$ cat src/rtl/serial_adder.sv
// Bit-serial adder/subtractor: one full-add step per clock, LSB first.
// Sum, carry and signed overflow are registered and flagged by a done pulse.
module serial_adder #(
  parameter int WIDTH = 8
) (
  input  logic             clk,
  input  logic             rst_n,
  input  logic             start,
  input  logic             sub,
  input  logic             cin,
  input  logic [WIDTH-1:0] A,
  input  logic [WIDTH-1:0] B,
  output logic             busy,
  output logic             done,
  output logic [WIDTH-1:0] sum,
  output logic             carry,
  output logic             overflow
);

  localparam int CW = $clog2(WIDTH) + 1;

  typedef enum logic [1:0] {
    S_IDLE,
    S_ADD,
    S_DONE
  } state_t;

  state_t r_state;
  state_t w_state_nx;

  logic [WIDTH-1:0] r_opa;
  logic [WIDTH-1:0] r_opb;
  logic [WIDTH-1:0] r_res;
  logic [CW-1:0]    r_cnt;
  logic             r_c;
  logic [WIDTH-1:0] r_sum;
  logic             r_carry;
  logic             r_ovf;

  logic             w_h1_s;
  logic             w_h1_c;
  logic             w_s;
  logic             w_h2_c;
  logic             w_cnext;
  logic             w_last;
  logic [WIDTH-1:0] w_res_nx;

  // Full adder as two cascaded half-add steps.
  assign w_h1_s  = r_opa[0] ^ r_opb[0];
  assign w_h1_c  = r_opa[0] & r_opb[0];
  assign w_s     = w_h1_s ^ r_c;
  assign w_h2_c  = w_h1_s & r_c;
  assign w_cnext = w_h1_c | w_h2_c;

  assign w_last   = (r_cnt == CW'(WIDTH - 1));
  assign w_res_nx = (r_res >> 1) |
                    (WIDTH'(w_s) << (WIDTH - 1));

  always_comb begin
    w_state_nx = r_state;
    unique case (r_state)
      S_IDLE: if (start) w_state_nx = S_ADD;
      S_ADD:  if (w_last) w_state_nx = S_DONE;
      S_DONE: w_state_nx = S_IDLE;
      default: w_state_nx = S_IDLE;
    endcase
  end

  always_ff @(posedge clk or negedge rst_n) begin
    if (!rst_n) begin
      r_state <= S_IDLE;
    end else begin
      r_state <= w_state_nx;
    end
  end

  always_ff @(posedge clk or negedge rst_n) begin
    if (!rst_n) begin
      r_opa   <= '0;
      r_opb   <= '0;
      r_res   <= '0;
      r_cnt   <= '0;
      r_c     <= 1'b0;
      r_sum   <= '0;
      r_carry <= 1'b0;
      r_ovf   <= 1'b0;
    end else begin
      unique case (r_state)
        S_IDLE: begin
          if (start) begin
            r_opa <= A;
            r_opb <= sub ? ~B : B;
            r_c   <= sub ? 1'b1 : cin;
            r_cnt <= '0;
            r_res <= '0;
          end
        end
        S_ADD: begin
          r_res <= w_res_nx;
          r_opa <= r_opa >> 1;
          r_opb <= r_opb >> 1;
          r_c   <= w_cnext;
          r_cnt <= r_cnt + 1'b1;
          // r_c here is still the carry into the MSB.
          if (w_last) begin
            r_sum   <= w_res_nx;
            r_carry <= w_cnext;
            r_ovf   <= r_c ^ w_cnext;
          end
        end
        default: ;
      endcase
    end
  end

  assign busy     = (r_state == S_ADD);
  assign done     = (r_state == S_DONE);
  assign sum      = r_sum;
  assign carry    = r_carry;
  assign overflow = r_ovf;

endmodule

$ cat config.mk
export PLATFORM = sky130hd
export DESIGN_NAME = serial_adder
export DESIGN_NICKNAME = d
export VERILOG_FILES = /design/src/rtl/serial_adder.sv
export SDC_FILE = /design/constraint.sdc
export NUM_CORES = 1
export LEC_CHECK = 0
export CAP_MARGIN = 5
export CORE_ASPECT_RATIO = 1.2
export CORE_MARGIN = 5
export CORE_UTILIZATION = 53
export CTS_BUF_LIST = sky130_fd_sc_hd__clkbuf_16
export CTS_CLUSTER_SIZE = 14
export DETAILED_ROUTE_END_ITERATION = 16
export PLACE_DENSITY = 0.85
export SLEW_MARGIN = 20
export SYNTH_ARGS = -nofsm -noshare
export SYNTH_HDL_FRONTEND = slang
export SYNTH_SLANG_ARGS = --single-unit
$ cat constraint.sdc
create_clock -name clk -period 4.75 [get_ports clk]
set_clock_uncertainty 0.1 [all_clocks]
set_input_delay 0.95 -clock clk [delete_from_list [all_inputs] [get_ports clk]]
set_output_delay 0.95 -clock clk [all_outputs]
set_load 0.02 [all_outputs]
After elaboration in Yosys (flattened, before gate mapping). Cells that the tools add are included.

Add/subtract/negate cells: 1. Multipliers: 0. Divide/modulo/power cells: 0. Magnitude comparators: 0. Equal/unequal tests: 5. Shift-type cells: 0. Mux-type cells: 15. Bitwise gates (word level): 8. Reductions and logical operators: 5.

Operators with widths (number): $pmux 8 s2 (3); $mux 8 (4); $not 8->8 (1); $or 7x8->8 (1); $pmux 4 s2 (1); $reduce_and 2->1 (3); $add 4x1->4 const B (1); $eq 4x3->1 const B (1); $mux 2 (2); $mux 4 (1); $pmux 2 s2 (1); $xor 1x1->1 (3); $and 1x1->1 (2); $eq 2x1->1 const B (1); $eq 2x2->1 const B (1); $logic_not 2->1 (1); $mux 1 (2); $ne 2x1->1 const B (1); $ne 2x2->1 const B (1); $pmux 1 s2 (1); $reduce_bool 2->1 (1); $or 1x1->1 (1).

Flip-flop bits (word level): 41. Bits in latches: 0. Memory bits (writable): 0. ROM bits: 0. Output and inout bits: 12. Word-level logic and storage cells: 43. Memories: 0.

Longest topological paths before layout.
Depth after elaboration: 4. Depth in mapped cells: 5. Mapped depth without buffers: 4.

Worst setup path after synthesis. OpenSTA, ideal clock, no wires.

Path kind: reg2out. Start point: register r_state[1]. End point: output done. Arrival time: 1.210 ns. Path slack: 2.490 ns. Stages on the path, launching flop included: 4. Path buffers: 2. Cell sequence: dfrtp_1 buf_2 buf_1 nor2b_1.

Cells in the longest elaborated chain, start to end: 1.

RTL lines: start: declaration (RTL line 28) `state_t r_state;`; start signal: assignment (RTL line 73) `r_state <= w_state_nx;`; $eq 2x2->1 (RTL line 117) `assign done = (r_state == S_DONE);`; end: declaration (RTL line 14) `output logic done,`.

No other way between the ends.

Final worst setup path. Ends and elaborated chain as after synthesis.

==> flow_summary_export.csv <==
group,metric,value,unit
outcome,status,"finished clean",
power_and_ir_drop,clockPowerShare,26.3,%
synth,synth_compound_area_share,20.72,%
detailed_routing,routed_via_density,6.004,
floorplanning,io_pins,33,
power_and_ir_drop,sw_frac_of_total,33.02,%
cells_and_area,final-seq-area,1001,um2
grt,grt_max_degree,41,
grt,grt_pass1_vias,1456,
synth,synthAdderAreaFrac,1.738,%
flow_run,maxCapViolCount,0,
grt,grt_pass1_wl,6969,um
synth,synth-simple-area-share,8.623,%
critical_path,crit_start,"r_state[1]$_DFFE_PN0P_",
critical_path,r2r-end,"sum[0]$_DFFE_PN0P_",
critical_path,cp.depth,2,
clocking,cts_root_buffer,"clkbuf_16",
sta,tightest_slew,0.8686,ns
power_and_ir_drop,p_switching,0.4670,mW
synth,synthesis.area,1872,um2
sta,fin_hold_ws,0.3899,ns
sta,relSlewSlack,42.09,%
clocking,postCtsSetupBuffers,0,
synth,synth_seq_cells,40,
power_and_ir_drop,comb_power_share,31.9,%
clocking,cts_resized,0,
synth,yosysTopAreaCell,"dfrtp_1",
synth,synth-xor-area-share,4.211,%
cells_and_area,areaGrowthSynthToFinish,24.87,%
clocking,clkSinkCount,40,
critical_path,worst_ep_required_time,3.70,ns
clocking,hold_buffers,0,
synth,synth_cells,165,
synth,netlist.area_leader.share,53.48,%
cells_and_area,diodes,0,
power_and_ir_drop,internal-power,0.9474,mW
detailed_routing,ant_nets,0,
critical_path,cp_cell_sequence,"nor2b_1 -> clkdlybuf4s50_1",
floorplanning,die_area,4825,um2
sta,rsz0062_at_grt,"no",
critical_path,worstSetupEndpoint,"done",
placement,place_congestion,0.7636,
power_and_ir_drop,seq_power_share,41.8,%
placement,port_buffers,32,
synth,synthDistinctLibCells,30,
power_and_ir_drop,p_per_area,605.2,nW/um2
cells_and_area,nNetsFinal,214,
sta,period_share,63.59,%
synth,synth_edf_count,0,
grt,grt_overflow,0,
placement,placedInstanceArea,2173,um2
clocking,clk_latency,0.28,ns
power_and_ir_drop,ir_drop,0.0004484,V
placement,dp_cells,221,
cells_and_area,n_fill_cell,260,
critical_path,crit_path_max_fanout,24,
sta,setup_viol,0,
floorplanning,dieWidth,64.25,um
critical_path,cp_num_buf_inv,1,
grt,antenna_found_initial,0,
critical_path,r2r_start,"r_state[0]$_DFFE_PN0P_",
sta,fmax,331.1,MHz
critical_path,crit_type,"reg2out",
floorplanning,fp.dieH,75.10,um
cells_and_area,drive_gt1_share,7.292,%
clocking,cts_inserted_buffers,5,
synth,synth_mux_area_share,6.618,%
synth,ys.flop_type,"dfrtp_1",
detailed_routing,drc_errors,0,
synth,synth_most_common_cell,"dfrtp_1",
critical_path,r2r_setup_slack,2.02,ns
critical_path,cpPeakStageDelay,0.84,ns
cells_and_area,final_cells,229,
grt,grt_usage,18.72,%
synth,syn_nets,188,
cells_and_area,fin_area,2337,um2
sta,maxSlewViolCount,0,
detailed_routing,drt-pass1-iter-count,4,
worst_hold_path,hold_class,"reg2reg",
critical_path,start_kind,"register",
detailed_routing,drt-initial-drc-count,74,
sta,finalHoldViolCount,0,
placement,dp_hpwl,2676,um
detailed_routing,wl,4023,um
critical_path,slowest_stage,"dfrtp_1",
sta,fin_crit,3.021,ns
synth,netlist_top_cells_area,"dfrtp_1 (53%), mux2_1 (5.4%), a22o_1 (4.2%)",
detailed_routing,vias,1375,
cells_and_area,multiInputGateArea,784.5,um2
critical_path,end_kind,"output pin",
clocking,cts_tree,"done",
critical_path,reg2reg_depth,4,
synth,syn_avg_cell_area,11.34,um2
power_and_ir_drop,leakagePower,1.007,nW
synth,async_flop_share,100.0,%
synth,ys_warn_count,0,
clocking,htreeDepth,2,
floorplanning,start_util,55.59,%
floorplanning,core_area,3367,um2
synth,ys_seq_area_share,53.48,%
floorplanning,rows,23,
synth,synthTopCellsByCount,"dfrtp_1 (40), a21oi_1 (12), nor2b_1 (12)",
critical_path,worstPathArrival,1.97,ns
sta,setup_tns,0,ns
critical_path,cpLargestDelayFamily,"flip-flops",
synth,synth_top_family_by_area,"compound AO/OA/AOI/OAI gates",
clocking,cts_buffer_depth,2,
clocking,path_clk_slew,0.06,ns
detailed_routing,wl_per_cell,17.57,um
==> layout make-up <==
cell class | instances | share of cell area, %
clock buffers | 5 | 5.353
clock inverters | 3 | 1.660
inverters | 5 | 0.8030
multi-input cells | 106 | 33.57
flip-flops and latches | 40 | 42.83
well taps | 37 | 1.981
repair buffers | 33 | 13.81
==> how the worst min path moves through the flow <==
stage                           endpoint                  from  cells after the start  slack (ns)
global placement      sum[5]$_DFFE_PN0P_    sum[5]$_DFFE_PN0P_                      1        0.37
floorplan           r_opa[2]$_DFFE_PN0P_  r_opa[2]$_DFFE_PN0P_                      2        0.35
global route          sum[1]$_DFFE_PN0P_    sum[1]$_DFFE_PN0P_                      1        0.41
detailed placement    sum[1]$_DFFE_PN0P_    sum[1]$_DFFE_PN0P_                      1        0.38
CTS                   sum[1]$_DFFE_PN0P_    sum[1]$_DFFE_PN0P_                      1        0.39
finish                sum[3]$_DFFE_PN0P_    sum[3]$_DFFE_PN0P_                      1        0.39
==> per-stage QoR <==
stage	power (mW)	worst slack [ns]	utilization [%]
2_1_floorplan	0.8708	2.490	-
3_3_place_gp	1.011	1.895	64.55
3_5_place_dp	1.047	1.782	64.55
4_1_cts	1.423	1.737	69.42
5_1_grt	1.503	1.642	69.42
6_report	1.414	1.729	69.42
==> registers in the layout, summed over array words and instances, names as in the netlist <==
name	cells
r_opa	8
r_opb	8
sum	8
r_res	7
r_cnt	4
r_state	2
carry	1
overflow	1
r_c	1
==> layout by cell type (no fill, tap or decap), types with 2 or more instances in the layout <==
cell / count
dfrtp_1: 40
clkdlybuf4s50_1: 31
nor2b_1: 12
a21oi_1: 12
o21ai_0: 10
a22oi_1: 9
a22o_1: 9
mux2_1: 9
nand2_1: 7
xnor2_1: 7
inv_1: 6
o32ai_1: 5
a221o_1: 5
nor2_1: 5
clkbuf_16: 5
o211ai_1: 2
xor2_1: 2
mux2_2: 2
==> cell families (layout without fill, tap and decap cells) <==
group	after synthesis	in the layout
mux	11	11
simple gates	29	29
compound gates	55	55
fa+ha+maj	2	2
xor+xnor	9	9
buf+inv	19	46
flops	40	40
==> routing by layer <==
metal | share of wire, % | GRT usage (%)
met4 | 2.3 | 7.466
met3 | 6.8 | 4.925
met2 | 51 | 31.64
met1 | 40 | 22.90
met5 | 0 | 0
==> power groups by stage <==
stage	clock (mW)	sequential (mW)	combinational (mW)
after global placement	0	0.584	0.428
final	0.372	0.592	0.451
after CTS	0.376	0.591	0.457
after global routing	0.394	0.613	0.496
after detailed placement	0	0.595	0.452
after floorplan	0	0.589	0.282
Power figures use the tool's default switching activity.
